===== src/rtl/exception_control_unit_pkg.sv =====
// Shared MIPS control definitions: opcodes, ALU op classes, PC-select codes,
// exception codes, the ID/EX control bundle and the exception FSM states.
package exception_control_unit_pkg;

   localparam logic [5:0] OP_RTYPE = 6'd0;
   localparam logic [5:0] OP_BEQ   = 6'd4;
   localparam logic [5:0] OP_BNE   = 6'd5;
   localparam logic [5:0] OP_ADDI  = 6'd8;
   localparam logic [5:0] OP_ANDI  = 6'd12;
   localparam logic [5:0] OP_ORI   = 6'd13;
   localparam logic [5:0] OP_ERET  = 6'd16;
   localparam logic [5:0] OP_LW    = 6'd35;
   localparam logic [5:0] OP_SW    = 6'd43;

   localparam logic [1:0] ALUOP_ADD    = 2'b00;
   localparam logic [1:0] ALUOP_SUB    = 2'b01;
   localparam logic [1:0] ALUOP_RTYPE  = 2'b10;
   localparam logic [1:0] ALUOP_LOGIC  = 2'b11;

   localparam logic [1:0] PCSEL_SEQ     = 2'b00;
   localparam logic [1:0] PCSEL_HANDLER = 2'b01;
   localparam logic [1:0] PCSEL_EPC     = 2'b10;

   localparam logic [4:0]  EXC_RI       = 5'd10;
   localparam logic [4:0]  EXC_OV       = 5'd12;
   localparam logic [31:0] HANDLER_ADDR = 32'h0000_0180;

   typedef enum logic [1:0] {
      ST_IDLE   = 2'b00,
      ST_TRAP   = 2'b01,
      ST_RETURN = 2'b10
   } ecu_state_e;

   typedef struct packed {
      logic       reg_dst;
      logic       branch;
      logic       mem_read;
      logic       mem_to_reg;
      logic       mem_write;
      logic       alu_src;
      logic       reg_write;
      logic [1:0] alu_op;
   } ctrl_t;

   localparam ctrl_t CTRL_NOP = 9'b0_0000_0000;

endpackage


===== src/rtl/exception_control_unit_main_decoder.sv =====
// Purely combinational opcode-to-control decode with invalid-instruction flag.
// ERET is only legal inside the handler (exl = 1).
module main_decoder
   import exception_control_unit_pkg::*;
(
   input  logic [5:0] opcode,
   input  logic       exl,
   output ctrl_t      ctrl,
   output logic       invalid,
   output logic       eret
);

   // Opcode to control-bundle decode
   always_comb begin
      ctrl    = CTRL_NOP;
      invalid = 1'b0;
      eret    = 1'b0;
      case (opcode)
         OP_RTYPE: begin
            ctrl.reg_dst   = 1'b1;
            ctrl.reg_write = 1'b1;
            ctrl.alu_op    = ALUOP_RTYPE;
         end
         OP_BEQ, OP_BNE: begin
            ctrl.branch = 1'b1;
            ctrl.alu_op = ALUOP_SUB;
         end
         OP_LW: begin
            ctrl.alu_src    = 1'b1;
            ctrl.mem_read   = 1'b1;
            ctrl.mem_to_reg = 1'b1;
            ctrl.reg_write  = 1'b1;
            ctrl.alu_op     = ALUOP_ADD;
         end
         OP_SW: begin
            ctrl.alu_src   = 1'b1;
            ctrl.mem_write = 1'b1;
            ctrl.alu_op    = ALUOP_ADD;
         end
         OP_ADDI: begin
            ctrl.alu_src   = 1'b1;
            ctrl.reg_write = 1'b1;
            ctrl.alu_op    = ALUOP_ADD;
         end
         OP_ANDI, OP_ORI: begin
            ctrl.alu_src   = 1'b1;
            ctrl.reg_write = 1'b1;
            ctrl.alu_op    = ALUOP_LOGIC;
         end
         OP_ERET: begin
            eret = 1'b1;
            if (exl) begin
               invalid = 1'b0;
            end else begin
               invalid = 1'b1;
            end
         end
         default: begin
            invalid = 1'b1;
         end
      endcase
   end

endmodule


===== src/rtl/exception_control_unit.sv =====
// Main pipeline control with precise-exception handling: ID/EX control register,
// bubble insertion, EPC/Cause capture, handler redirect and ERET return.
module exception_control_unit
   import exception_control_unit_pkg::*;
#(
   parameter int         PC_WIDTH = 32,
   parameter logic [4:0] CAUSE_RI = EXC_RI,
   parameter logic [4:0] CAUSE_OV = EXC_OV
)
(
   input  logic                clk,
   input  logic                rst,
   input  logic [5:0]          opcode,
   input  logic [PC_WIDTH-1:0] id_pc,
   input  logic [PC_WIDTH-1:0] ex_pc,
   input  logic                overflow,
   input  logic                stall,
   output logic                ex_RegDst,
   output logic                ex_Branch,
   output logic                ex_MemRead,
   output logic                ex_MemtoReg,
   output logic                ex_MemWrite,
   output logic                ex_ALUSrc,
   output logic                ex_RegWrite,
   output logic [1:0]          ex_ALUOp,
   output logic [1:0]          pc_sel,
   output logic                if_flush,
   output logic                id_flush,
   output logic                ex_flush,
   output logic [PC_WIDTH-1:0] epc,
   output logic [4:0]          cause,
   output logic                exl,
   output logic                double_fault
);

   ctrl_t               dec_ctrl_s;
   ctrl_t               idex_r;
   logic                invalid_s;
   logic                eret_s;
   ecu_state_e          state_r;
   ecu_state_e          next_state_s;
   logic                exc_s;
   logic                take_s;
   logic                dfault_s;
   logic [1:0]          pc_sel_r;
   logic                if_flush_r;
   logic                id_flush_r;
   logic [PC_WIDTH-1:0] epc_r;
   logic [4:0]          cause_r;
   logic                exl_r;
   logic                double_fault_r;

   main_decoder u_main_decoder (
      .opcode  (opcode),
      .exl     (exl_r),
      .ctrl    (dec_ctrl_s),
      .invalid (invalid_s),
      .eret    (eret_s)
   );

   // Exceptions are only recognised in IDLE; TRAP/RETURN cycles carry wrong-path work
   always_comb begin
      exc_s = 1'b0;
      if (state_r == ST_IDLE) begin
         exc_s = overflow | invalid_s;
      end else begin
         exc_s = 1'b0;
      end
      take_s   = exc_s & ~exl_r;
      dfault_s = exc_s & exl_r;
   end

   // Exception FSM next-state
   always_comb begin
      next_state_s = ST_IDLE;
      case (state_r)
         ST_IDLE: begin
            if (take_s) begin
               next_state_s = ST_TRAP;
            end else if (eret_s && exl_r && !exc_s) begin
               next_state_s = ST_RETURN;
            end else begin
               next_state_s = ST_IDLE;
            end
         end
         ST_TRAP:   next_state_s = ST_IDLE;
         ST_RETURN: next_state_s = ST_IDLE;
         default:   next_state_s = ST_IDLE;
      endcase
   end

   // Exception FSM state register
   always_ff @(posedge clk) begin
      if (rst) begin
         state_r <= ST_IDLE;
      end else begin
         state_r <= next_state_s;
      end
   end

   // ID/EX control register; an exception beats a stall but both yield a bubble
   always_ff @(posedge clk) begin
      if (rst) begin
         idex_r <= CTRL_NOP;
      end else if ((state_r != ST_IDLE) || exc_s) begin
         idex_r <= CTRL_NOP;
      end else if (stall) begin
         idex_r <= CTRL_NOP;
      end else begin
         idex_r <= dec_ctrl_s;
      end
   end

   // Redirect and flush, asserted for the single TRAP or RETURN cycle
   always_ff @(posedge clk) begin
      if (rst) begin
         pc_sel_r   <= PCSEL_SEQ;
         if_flush_r <= 1'b0;
         id_flush_r <= 1'b0;
      end else begin
         case (next_state_s)
            ST_TRAP: begin
               pc_sel_r   <= PCSEL_HANDLER;
               if_flush_r <= 1'b1;
               id_flush_r <= 1'b1;
            end
            ST_RETURN: begin
               pc_sel_r   <= PCSEL_EPC;
               if_flush_r <= 1'b1;
               id_flush_r <= 1'b1;
            end
            default: begin
               pc_sel_r   <= PCSEL_SEQ;
               if_flush_r <= 1'b0;
               id_flush_r <= 1'b0;
            end
         endcase
      end
   end

   // EPC/Cause capture on a taken exception; EXL cleared as RETURN completes
   always_ff @(posedge clk) begin
      if (rst) begin
         epc_r          <= {PC_WIDTH{1'b0}};
         cause_r        <= 5'd0;
         exl_r          <= 1'b0;
         double_fault_r <= 1'b0;
      end else begin
         double_fault_r <= dfault_s;
         if (take_s) begin
            epc_r   <= overflow ? ex_pc : id_pc;
            cause_r <= overflow ? CAUSE_OV : CAUSE_RI;
            exl_r   <= 1'b1;
         end else if (state_r == ST_RETURN) begin
            exl_r <= 1'b0;
         end
      end
   end

   assign ex_RegDst    = idex_r.reg_dst;
   assign ex_Branch    = idex_r.branch;
   assign ex_MemRead   = idex_r.mem_read;
   assign ex_MemtoReg  = idex_r.mem_to_reg;
   assign ex_MemWrite  = idex_r.mem_write;
   assign ex_ALUSrc    = idex_r.alu_src;
   assign ex_RegWrite  = idex_r.reg_write;
   assign ex_ALUOp     = idex_r.alu_op;
   assign pc_sel       = pc_sel_r;
   assign if_flush     = if_flush_r;
   assign id_flush     = id_flush_r;
   assign ex_flush     = overflow;
   assign epc          = epc_r;
   assign cause        = cause_r;
   assign exl          = exl_r;
   assign double_fault = double_fault_r;

endmodule


===== config.mk =====
export PLATFORM = sky130hd
export DESIGN_NAME = exception_control_unit
export DESIGN_NICKNAME = d
export VERILOG_FILES = /design/src/rtl/exception_control_unit_pkg.sv /design/src/rtl/exception_control_unit_main_decoder.sv /design/src/rtl/exception_control_unit.sv
export SDC_FILE = /design/constraint.sdc
export NUM_CORES = 1
export LEC_CHECK = 0
export CORE_MARGIN = 8
export CORE_UTILIZATION = 40
export DETAILED_ROUTE_END_ITERATION = 7
export GPL_ROUTABILITY_DRIVEN = 1
export PLACE_DENSITY = 0.9
export SETUP_SLACK_MARGIN = 0.15
export SYNTH_ARGS = -nofsm -noshare
export SYNTH_HDL_FRONTEND = slang
export SYNTH_HIERARCHICAL = 1
export SYNTH_SLANG_ARGS = --single-unit

===== constraint.sdc =====
create_clock -name clk -period 2.2 [get_ports clk]
set_input_delay 0.44 -clock clk [delete_from_list [all_inputs] [get_ports clk]]
set_output_delay 0.44 -clock clk [all_outputs]
set_load 0.01 [all_outputs]

==> impl_results.md <==
- Status: finished clean
- Initial Utilization: 0.414
- Crit path kind: in2reg
- Setup TNS: 0 ns
- DRT met1 WL: about 3 mm
- Critical path cell sequence: dlygate4sd2_1 -> nor3_2 -> and3_4 -> a22o_1 -> or2_4 -> nand2_4 -> buf_4 -> ha_1 -> nor2_1
- NumNets Final: about 450
- Final period util: 0.828
- Antenna cell count: 0
- Most common cell after layout, fill and taps aside: clkdlybuf4s50_1
- Largest net degree at the start of global routing: 42
- Clock Skew: roughly 0.0046 ns
- RSZ-0062 raised after global routing: false
- First-pass GRT wire length: approximately 11 mm
- CTS tree: yes
- Dpl ws: -0.323 ns
- Drt first pass iters: 4
- Share of layout cells above drive strength 1: 0.211
- Cell Count, Final, Fillers Out: about 450
- Actual slew at the worst max-slew pin: between 0.5 and 0.6 ns
- Post-synth top flop: dfxtp_1
- Setup Viol. Count Final: 0
- Max Clock Freq: ~0.55 GHz
- Fillers: about 490
- Worst Setup Start Kind: input pin
- Core outline area: 5960 um^2
- Row count: 28
- CP Launch Point: opcode[5]
- Mapped cell area: around 2500 um^2
- Die Wd: 94.5 um
- Overall routing resource usage: 0.155
- Worst setup path end: id_flush$_SDFF_PP0_
- Reg2reg end: epc[13]$_SDFFE_PP0P_
- Crit. End Element: flip-flop
- Die H: around 95 um
- DRT iter0 DRCs: about 70
- DP Wirelength: approximately 5.7 mm
- Mapped Cells: 238
- Highest metal used: met4
- DRC viols: 0
- Worst setup margin: between 0.3 and 0.4 ns
- Share of the yosys chip area belonging to registers: 0.414
- CTS sink count: 51
- CTS root buf: clkbuf_8
- Asr flop ratio synth: 0
- Commonest non-fill, non-tap cells in the layout: clkdlybuf4s50_1, dfxtp_1, a21oi_1, mux2i_1, a211oi_2
- DP Cell Count: roughly 440
- Post-synthesis cell type count: 38
- Clock Tree Buf Depth: 2
- Hold WC Path Type: reg2reg
- Total gr overflow: 0
- Max-cap violations: 0
- I/O Buffers: between 100 and 150
- Worst path slowest cell: ha_1
- Skew-Pair Late Insertion Delay: about 0.30 ns
- Avg Inst Size Synth: 10.4 um^2
- Post-layout minimum cycle time: between 1.5 and 2 ns
- Initial antenna violation count: 0
- Io pins: roughly 130
- Cts bufs inserted: 5
- Total power: between 0.002 and 0.003 W
- Power density cells: 638 nW/um^2
- Final Max Tran Viols: 0
- Via count: between 2,000 and 2,500
- DR WL met3: roughly 720 um
- YS warnings: 6
- Leakage: around 1.6 nW
- Reg-to-Reg Start: exl$_SDFFE_PP0P_
- WL met2: roughly 3.6 mm
- CP max stage delay: just under 0.3 ns
- Die ar.: roughly 8900 um^2
- Number of global-route vias before repair: ~2,300
- EDFF count, synth: 0
- Final ANT Viol Nets: 0
- GPL Wtd Cong: 0.783
- Worst VDD drop: about 0.0005 V
- Post-CTS Hold Fix Bufs: 0
- Area growth syn-to-layout: 61.3%
- Routed length per instance: 16.4 um
- Critical Path AT: 2.05 ns
- Max Fanout on Critical Path: 4
- CP Data Required Time: between 2 and 2.5 ns
- Vias/cell: roughly 5.1
- Final count of hold timing violations: 0
- Depth of the worst register-to-register path: 7
- Flop2flop setup slack: around 0.56 ns
- Clk slew on worst S/H paths: 0.08 ns
- Slew margin rel.: 0.600
- Post-synthesis register bit count: 51
- Final WL: 7.30 mm
- H-tree Lvls: 2
[through the flow]
step	area (um^2)	hold slack [ns]	utilization
after floorplan	2470	0.487	-
after global placement	3810	0.461	0.639
after detailed placement	3810	0.459	0.639
after CTS	3920	0.496	0.659
after global routing	3980	0.524	0.668
final	3980	0.495	0.668
[logic make-up (layout without fill, tap and decap cells)]
group	count (synthesis)	count (layout)	share of synthesized area
compound gates	77	77	0.254
flops	51	51	0.414
mux	32	32	0.130
other cells	1	2	0.00152
simple gates	46	46	0.118
buf+inv	29	160	0.0730
fa+ha+maj	2	2	0.0101
[flip-flops by register name, indices dropped and copies added, names as in the netlist, 2 cells and up]
register,count
cause,3
epc,32
ex_ALUOp,2
pc_sel,2
state_r,2
[worst max-delay path, delay by kind of cell]
family	cells	cell delay [ns]
and+or+nand+nor	5	0.76
buffers and inverters	2	0.42
adders and majority gates	1	0.29
AOI/OAI and AO/OA	1	0.15
[report_power, final]
part	switching, W	internal [W]
clock	0.000285	0.000287
combinational	0.000389	0.000488
sequential	0.0000619	0.00103
[synthesized netlist by cell type, types with 4 or more instances]
| master | instances | area, um^2 |
|---|---|---|
| dfxtp_1 | 51 | 1020 |
| a21oi_1 | 39 | 195 |
| mux2i_1 | 32 | 320 |
| a211oi_2 | 29 | 363 |
| and2_1 | 10 | 62.6 |
| nor2_1 | 10 | 37.5 |
| buf_2 | 9 | 45.0 |
| buf_4 | 6 | 45.0 |
| buf_6 | 5 | 56.3 |
| a211oi_1 | 4 | 30.0 |
| nor2b_1 | 4 | 25.0 |
[how the worst min path moves through the flow]
stage	startpoint	end	slack, ns	cells past startpoint
after floorplan	cause[2]$_SDFFE_PP0P_	cause[2]$_SDFFE_PP0P_	0.49	2
after global placement	cause[2]$_SDFFE_PP0P_	cause[2]$_SDFFE_PP0P_	0.46	2
after detailed placement	cause[3]$_SDFFE_PP0P_	cause[3]$_SDFFE_PP0P_	0.46	2
after CTS	cause[3]$_SDFFE_PP0P_	cause[3]$_SDFFE_PP0P_	0.50	2
after global routing	rst	double_fault$_SDFF_PP0_	0.52	3
final	cause[2]$_SDFFE_PP0P_	cause[2]$_SDFFE_PP0P_	0.50	2
[layout make-up]
type | count | area (um^2) | area share
inverters | 4 | 15.0 | 0.00377
repair buffers | 148 | 1440 | 0.362
flip-flops and latches | 51 | 1020 | 0.257
well taps | 75 | 93.8 | 0.0236
multi-input cells | 159 | 1310 | 0.329
clock buffers | 8 | 100 | 0.0252
[repair_timing]
action                                  in CTS  in global routing
buffers inserted                             1                  1
resized for setup                            6                 13
endpoints found under the setup margin      46                 39
[routing by layer]
metal | vias to the layer above | global-route usage
li1 | 1121 | -
met1 | 1064 | 0.176
met2 | 77 | 0.272
met3 | 5 | 0.0611
met4 | 0 | 0.0273
met5 | - | 0
Note: power is estimated with default switching activity, not from simulation.
